File: src/rtl/run_det_if.sv
// Bundles the requester-side and status-side signals of run_det_arbiter.
//   enable, clr_cnt, req, bit_in : driven by the master (requesters/control)
//   gnt, det_valid, det_ch, det_cnt : driven by the slave (the arbiter)
interface run_det_if #(
  parameter int unsigned NCH = 4,
  parameter int unsigned IDW = 2
);
  logic           enable;
  logic           clr_cnt;
  logic [NCH-1:0] req;
  logic [NCH-1:0] bit_in;
  logic [NCH-1:0] gnt;
  logic           det_valid;
  logic [IDW-1:0] det_ch;
  logic [7:0]     det_cnt;

  modport master (
    output enable, clr_cnt, req, bit_in,
    input  gnt, det_valid, det_ch, det_cnt
  );

  modport slave (
    input  enable, clr_cnt, req, bit_in,
    output gnt, det_valid, det_ch, det_cnt
  );
endinterface

File: src/rtl/run_det_arbiter.sv
// Shared consecutive-ones run detector for NCH serial requesters.
// A round-robin arbiter accepts one channel's bit per cycle and advances that
// channel's run-count context; a run of RUN_LEN ones raises a tagged detection.
// Ports:
//   clk    : rising-edge clock
//   rst    : asynchronous active-low reset
//   bus_io : slave side of run_det_if (enable, clr_cnt, req, bit_in in;
//            gnt, det_valid, det_ch, det_cnt out, all registered)
module run_det_arbiter #(
  parameter int unsigned NCH     = 4,
  parameter int unsigned IDW     = 2,
  parameter int unsigned RUN_LEN = 3
) (
  input  logic    clk,
  input  logic    rst,
  run_det_if.slave bus_io
);
  localparam int unsigned CW = $clog2(RUN_LEN) + 1;

  logic [IDW-1:0] ptr_q, ptr_d;
  logic [CW-1:0]  cnt_q [NCH];
  logic [CW-1:0]  cnt_d [NCH];
  logic [NCH-1:0] gnt_q, gnt_d;
  logic           det_valid_q, det_valid_d;
  logic [IDW-1:0] det_ch_q, det_ch_d;
  logic [7:0]     det_cnt_q, det_cnt_d;

  logic [NCH-1:0] elig;
  logic           pick_valid;
  logic [IDW-1:0] pick_idx;
  logic [IDW-1:0] cand;
  logic           hit;

  // A channel granted last cycle is masked so its stale bit is not consumed twice.
  assign elig = bus_io.req & ~gnt_q;

  // Round-robin search starting just after the last winner.
  always_comb begin
    pick_valid = 1'b0;
    pick_idx   = '0;
    cand       = '0;
    if (bus_io.enable) begin
      for (int unsigned k = 1; k <= NCH; k++) begin
        cand = IDW'((32'(ptr_q) + k) % NCH);
        if (!pick_valid && elig[cand]) begin
          pick_valid = 1'b1;
          pick_idx   = cand;
        end
      end
    end
  end

  always_comb begin
    ptr_d       = ptr_q;
    cnt_d       = cnt_q;
    gnt_d       = '0;
    det_valid_d = 1'b0;
    det_ch_d    = '0;
    hit         = 1'b0;

    if (pick_valid) begin
      ptr_d           = pick_idx;
      gnt_d[pick_idx] = 1'b1;
      if (!bus_io.bit_in[pick_idx]) begin
        cnt_d[pick_idx] = '0;
      end else if (cnt_q[pick_idx] == CW'(RUN_LEN - 1)) begin
        // Non-overlapping: the run restarts from zero after a detection.
        cnt_d[pick_idx] = '0;
        hit             = 1'b1;
      end else begin
        cnt_d[pick_idx] = cnt_q[pick_idx] + CW'(1);
      end
    end

    if (hit) begin
      det_valid_d = 1'b1;
      det_ch_d    = pick_idx;
    end

    // Clear wins over a same-cycle detection.
    if (bus_io.clr_cnt) begin
      det_cnt_d = '0;
    end else if (hit && (det_cnt_q != 8'hFF)) begin
      det_cnt_d = det_cnt_q + 8'd1;
    end else begin
      det_cnt_d = det_cnt_q;
    end
  end

  always_ff @(posedge clk or negedge rst) begin
    if (!rst) begin
      ptr_q       <= IDW'(NCH - 1);
      gnt_q       <= '0;
      det_valid_q <= 1'b0;
      det_ch_q    <= '0;
      det_cnt_q   <= '0;
      for (int i = 0; i < NCH; i++) begin
        cnt_q[i] <= '0;
      end
    end else begin
      ptr_q       <= ptr_d;
      gnt_q       <= gnt_d;
      det_valid_q <= det_valid_d;
      det_ch_q    <= det_ch_d;
      det_cnt_q   <= det_cnt_d;
      for (int i = 0; i < NCH; i++) begin
        cnt_q[i] <= cnt_d[i];
      end
    end
  end

  assign bus_io.gnt       = gnt_q;
  assign bus_io.det_valid = det_valid_q;
  assign bus_io.det_ch    = det_ch_q;
  assign bus_io.det_cnt   = det_cnt_q;

endmodule
File: src/flat_wrapper.sv
// flat-port wrapper written by rule: the top's interface ports become plain ports
module run_det_arbiter_flat 
#(
  parameter int unsigned NCH     = 4,
  parameter int unsigned IDW     = 2,
  parameter int unsigned RUN_LEN = 3
)
  (clk, rst, bus_io_enable, bus_io_clr_cnt, bus_io_req, bus_io_bit_in, bus_io_gnt, bus_io_det_valid, bus_io_det_ch, bus_io_det_cnt);
  run_det_if #(.NCH(NCH), .IDW(IDW)) bus_io_i ();
  input  logic clk;
  input  logic rst;
  input wire logic [$bits(bus_io_i.enable)-1:0] bus_io_enable;
  input wire logic [$bits(bus_io_i.clr_cnt)-1:0] bus_io_clr_cnt;
  input wire logic [$bits(bus_io_i.req)-1:0] bus_io_req;
  input wire logic [$bits(bus_io_i.bit_in)-1:0] bus_io_bit_in;
  output wire logic [$bits(bus_io_i.gnt)-1:0] bus_io_gnt;
  output wire logic [$bits(bus_io_i.det_valid)-1:0] bus_io_det_valid;
  output wire logic [$bits(bus_io_i.det_ch)-1:0] bus_io_det_ch;
  output wire logic [$bits(bus_io_i.det_cnt)-1:0] bus_io_det_cnt;
  assign bus_io_i.enable = bus_io_enable;
  assign bus_io_i.clr_cnt = bus_io_clr_cnt;
  assign bus_io_i.req = bus_io_req;
  assign bus_io_i.bit_in = bus_io_bit_in;
  assign bus_io_gnt = bus_io_i.gnt;
  assign bus_io_det_valid = bus_io_i.det_valid;
  assign bus_io_det_ch = bus_io_i.det_ch;
  assign bus_io_det_cnt = bus_io_i.det_cnt;
  run_det_arbiter #(.NCH(NCH), .IDW(IDW), .RUN_LEN(RUN_LEN)) u_core (.clk(clk), .rst(rst), .bus_io(bus_io_i));
endmodule
File: config.mk
export PLATFORM = sky130hd
export DESIGN_NAME = run_det_arbiter_flat
export DESIGN_NICKNAME = d
export VERILOG_FILES = /design/src/rtl/run_det_if.sv /design/src/rtl/run_det_arbiter.sv /design/src/flat_wrapper.sv
export SDC_FILE = /design/constraint.sdc
export NUM_CORES = 1
export LEC_CHECK = 0
export ABC_AREA = 1
export CAP_MARGIN = 10
export CORE_UTILIZATION = 35
export CTS_CLUSTER_DIAMETER = 60
export DETAILED_ROUTE_END_ITERATION = 6
export SLEW_MARGIN = 10
export SYNTH_ARGS = -nofsm -noshare
export SYNTH_HDL_FRONTEND = slang
export SYNTH_SLANG_ARGS = --single-unit
File: constraint.sdc
create_clock -name clk -period 2.8 [get_ports clk]
set_input_delay 0.42 -clock clk [delete_from_list [all_inputs] [get_ports clk]]
set_output_delay 0.42 -clock clk [all_outputs]
set_load 0.02 [all_outputs]
==> flow_summary.toml <==
[floorplanning]
initial_core_util_pct = 36.53
core_area_sq_um = 5107
die_h_um = 75.01
row_count = 26
die-width_um = 75.01
io_pins = 27
die_area_sq_um = 5626

[power]
cellLeakagePower_nw = 1.303
peakVddDrop_uv = 444.8
power_density_nw_per_um2 = 1261

[synthesis]
ys_warn_count = 0
syn-num-nets = 258
synth.yosys.seq_area_share_pct = 39.03
synth-seq-cells = 29
avgSynthCellArea_sq_um = 7.677
netlist_area_sq_um = 1866
ys_types = 28
syn-instance-count = 243

[layout]
fillers = 512
multi_input_area_sq_um = 1045
n_antenna_cell = 0
nets = 310
drive_gt1_share_pct = 29.73
final_common_cell = "nand2_1"
fin_cells = 366
regArea_sq_um = 728.2
syn_to_final_growth_pct = 34.67
layout_common_cells = "nand2_1, inv_1, dfrtp_1, nand3_1, clkdlybuf4s50_1"

[drt]
wl_per_cell_um = 11.99
drtIter0Drc = 38
drtAntennaViolNets = 0
remaining_drc_errors = 0
vias = 1678
vias_per_cell = 4.585
drt_wl_total_um = 4388
drt_first_pass_iters = 4

[worst_setup_path]
crit_top_cell = "nand2_1"
worstPathRequired_ns = 2.97
endpoint_kind = "flop"
crit_type = "reg2reg"
worstPathCellList = "inv_6, nand3_2, nand2_1, nand2_2, nand2_1, buf_4, nor2_4, nor2_8, nand2_4, inv_1, nand2_2, o22ai_1, nor2_2, ha_2, nand3_4, inv_2, nand3_4, nand3_1, nand2_1"
cp_max_fo = 8
r2r_start = "u_core.ptr_q[0]"
critPathArrivalTime_ns = 2.90
reg2reg_slack_ns = 0.07
worstSetupStartpointType = "flop"
cpPeakStageDelay_ns = 0.66
cpMaxStageDelayCell = "dfstp_2"
r2r_cells = 19
rr_endpoint = "u_core.bus_io.det_cnt[4]"

[outcome]
outcome = "complete, no violations"

[grt]
grt_pass1_wl_um = 7210
globalRouteTotalUtil_pct = 17.13
grt_overflow_total = 0
first_global_vias = 1611
antenna_found_initial = 0
grt_max_degree = 18

[sta]
min_period_over_period_pct = 97.44
max_freq_ghz = 0.3665
hold_violations = 0
setup_viol = 0
relSlewSlack_pct = 61.61
min_period_ns = 2.728
worst_pin_slew_ns = 0.5741
fin_skew_ns = 0.007850
drv_slew = 0
rsz0062_at_grt = "yes"
timing.hold.ws_ns = 0.5036

[cts]
cts_buffer_depth = 2
holdBufCountCts = 0
cts_root_buf = "clkbuf_8"
clk_pin_slew_ns = 0.06
clkLatencyLatePin_ns = 0.28
cts_tree = "done"
cts_buffers = 5
h-tree-depth = 2
cts.sinks = 29

[placement]
gp_congestion = 0.8604
dp_cells = 356
portBuffers = 26
hpwl_um = 3201

[min_path]
hold_class = "in2async"

[run]
drv_cap = 0
cell families after synthesis:
| group | share of synthesized area (%) |
|---|---|
| AND/OR/NAND/NOR | 42.99 |
| flip-flops | 39.03 |
| adder cells (fa/ha/maj) | 2.012 |
| AO/OA/AOI/OAI | 4.426 |
| XOR/XNOR | 2.817 |
| buffers and inverters | 8.719 |
flip-flops by register name, indices dropped and copies added, names as in the netlist:
register and count:
u_core.cnt_q 12, u_core.ptr_q 2, u_core.bus_io.gnt 4, u_core.bus_io.det_cnt 8, u_core.bus_io.det_valid 1, u_core.bus_io.det_ch 2
metal layers:
layer | wire length [um] | global-route usage (%)
met1 | 2114 | 22.20
met2 | 2085 | 28.53
met3 | 123 | 3.213
met4 | 64 | 6.289
met5 | 0 | 0
cell type report:
type,count,area share [%]
clock buffers,8,3.586
flip-flops and latches,29,28.98
repair buffers,48,16.93
well taps,70,3.486
inverters,35,5.428
multi-input cells,176,41.58
critical path: cells and delay by family (launching register included):
kind,cells,cell delay [ns]
simple gates,13,1.27
flops,1,0.66
buf+inv,4,0.40
fa+ha+maj,1,0.21
compound gates,1,0.09
per-stage QoR:
step           utilization (%)  area (sq um)  setup WS [ns]  total power, mW  setup TNS, ns
2_1_floorplan                -          1866         0.1113            2.040              0
3_3_place_gp             45.76          2337        -0.1832            2.636         -3.167
3_5_place_dp             45.76          2337        -0.2296            2.665         -3.874
4_1_cts                  47.67          2435       0.002050            3.044              0
5_1_grt                  49.19          2512        -0.1353            3.449         -2.302
6_report                 49.19          2512        0.07162            3.167              0
worst max-delay path by stage:
stage / from / endpoint / slack (ns) / cells past startpoint
floorplan: u_core.ptr_q[0] / u_core.cnt_q[6] / 0.11 / 18
global placement: bus_io_req[0] / u_core.bus_io.det_cnt[1] / -0.18 / 16
detailed placement: bus_io_req[0] / u_core.bus_io.det_cnt[6] / -0.23 / 16
CTS: u_core.ptr_q[0] / u_core.bus_io.det_cnt[4] / 0.002 / 19
global route: u_core.ptr_q[0] / u_core.cnt_q[1] / -0.14 / 20
finish: u_core.ptr_q[0] / u_core.bus_io.det_cnt[4] / 0.07 / 19
where the power goes:
group | total [mW] | internal [mW] | switching [mW]
sequential | 0.675 | 0.570 | 0.105
combinational | 2.14 | 0.861 | 1.28
clock | 0.355 | 0.200 | 0.155
total | 3.17 | 1.63 | 1.54
Yosys cell counts:
cell | instances | area [sq um]
dfstp_2 | 2 | 52.55
nand4_1 | 9 | 56.30
nand3_4 | 2 | 35.03
o22ai_1 | 2 | 12.51
nor2_8 | 2 | 40.04
nand2_1 | 55 | 206.5
dfrtp_1 | 27 | 675.7
and2_1 | 1 | 6.260
a21oi_1 | 5 | 25.02
ha_1 | 3 | 37.54
nor2_4 | 3 | 33.78
inv_6 | 1 | 8.760
nand3_1 | 30 | 150.1
or2_2 | 2 | 12.51
o21ai_0 | 5 | 25.02
o21ai_1 | 4 | 20.02
nand3_2 | 3 | 30.03
nand3b_1 | 1 | 7.510
xor2_1 | 6 | 52.55
buf_6 | 2 | 22.52
nor2_1 | 22 | 82.58
nand2_2 | 16 | 100.1
nand2_4 | 2 | 22.52
inv_1 | 29 | 108.9
inv_2 | 5 | 18.77
nor2_2 | 2 | 12.51
or2_0 | 1 | 6.260
buf_1 | 1 | 3.750
timing repair:
action	in CTS	in global routing
pin swaps	0	2
setup buffers	0	2
endpoints found under the setup margin	20	23
resized for setup	2	20
gates cloned	0	0
No activity file was read; power rests on OpenSTA's default activity.
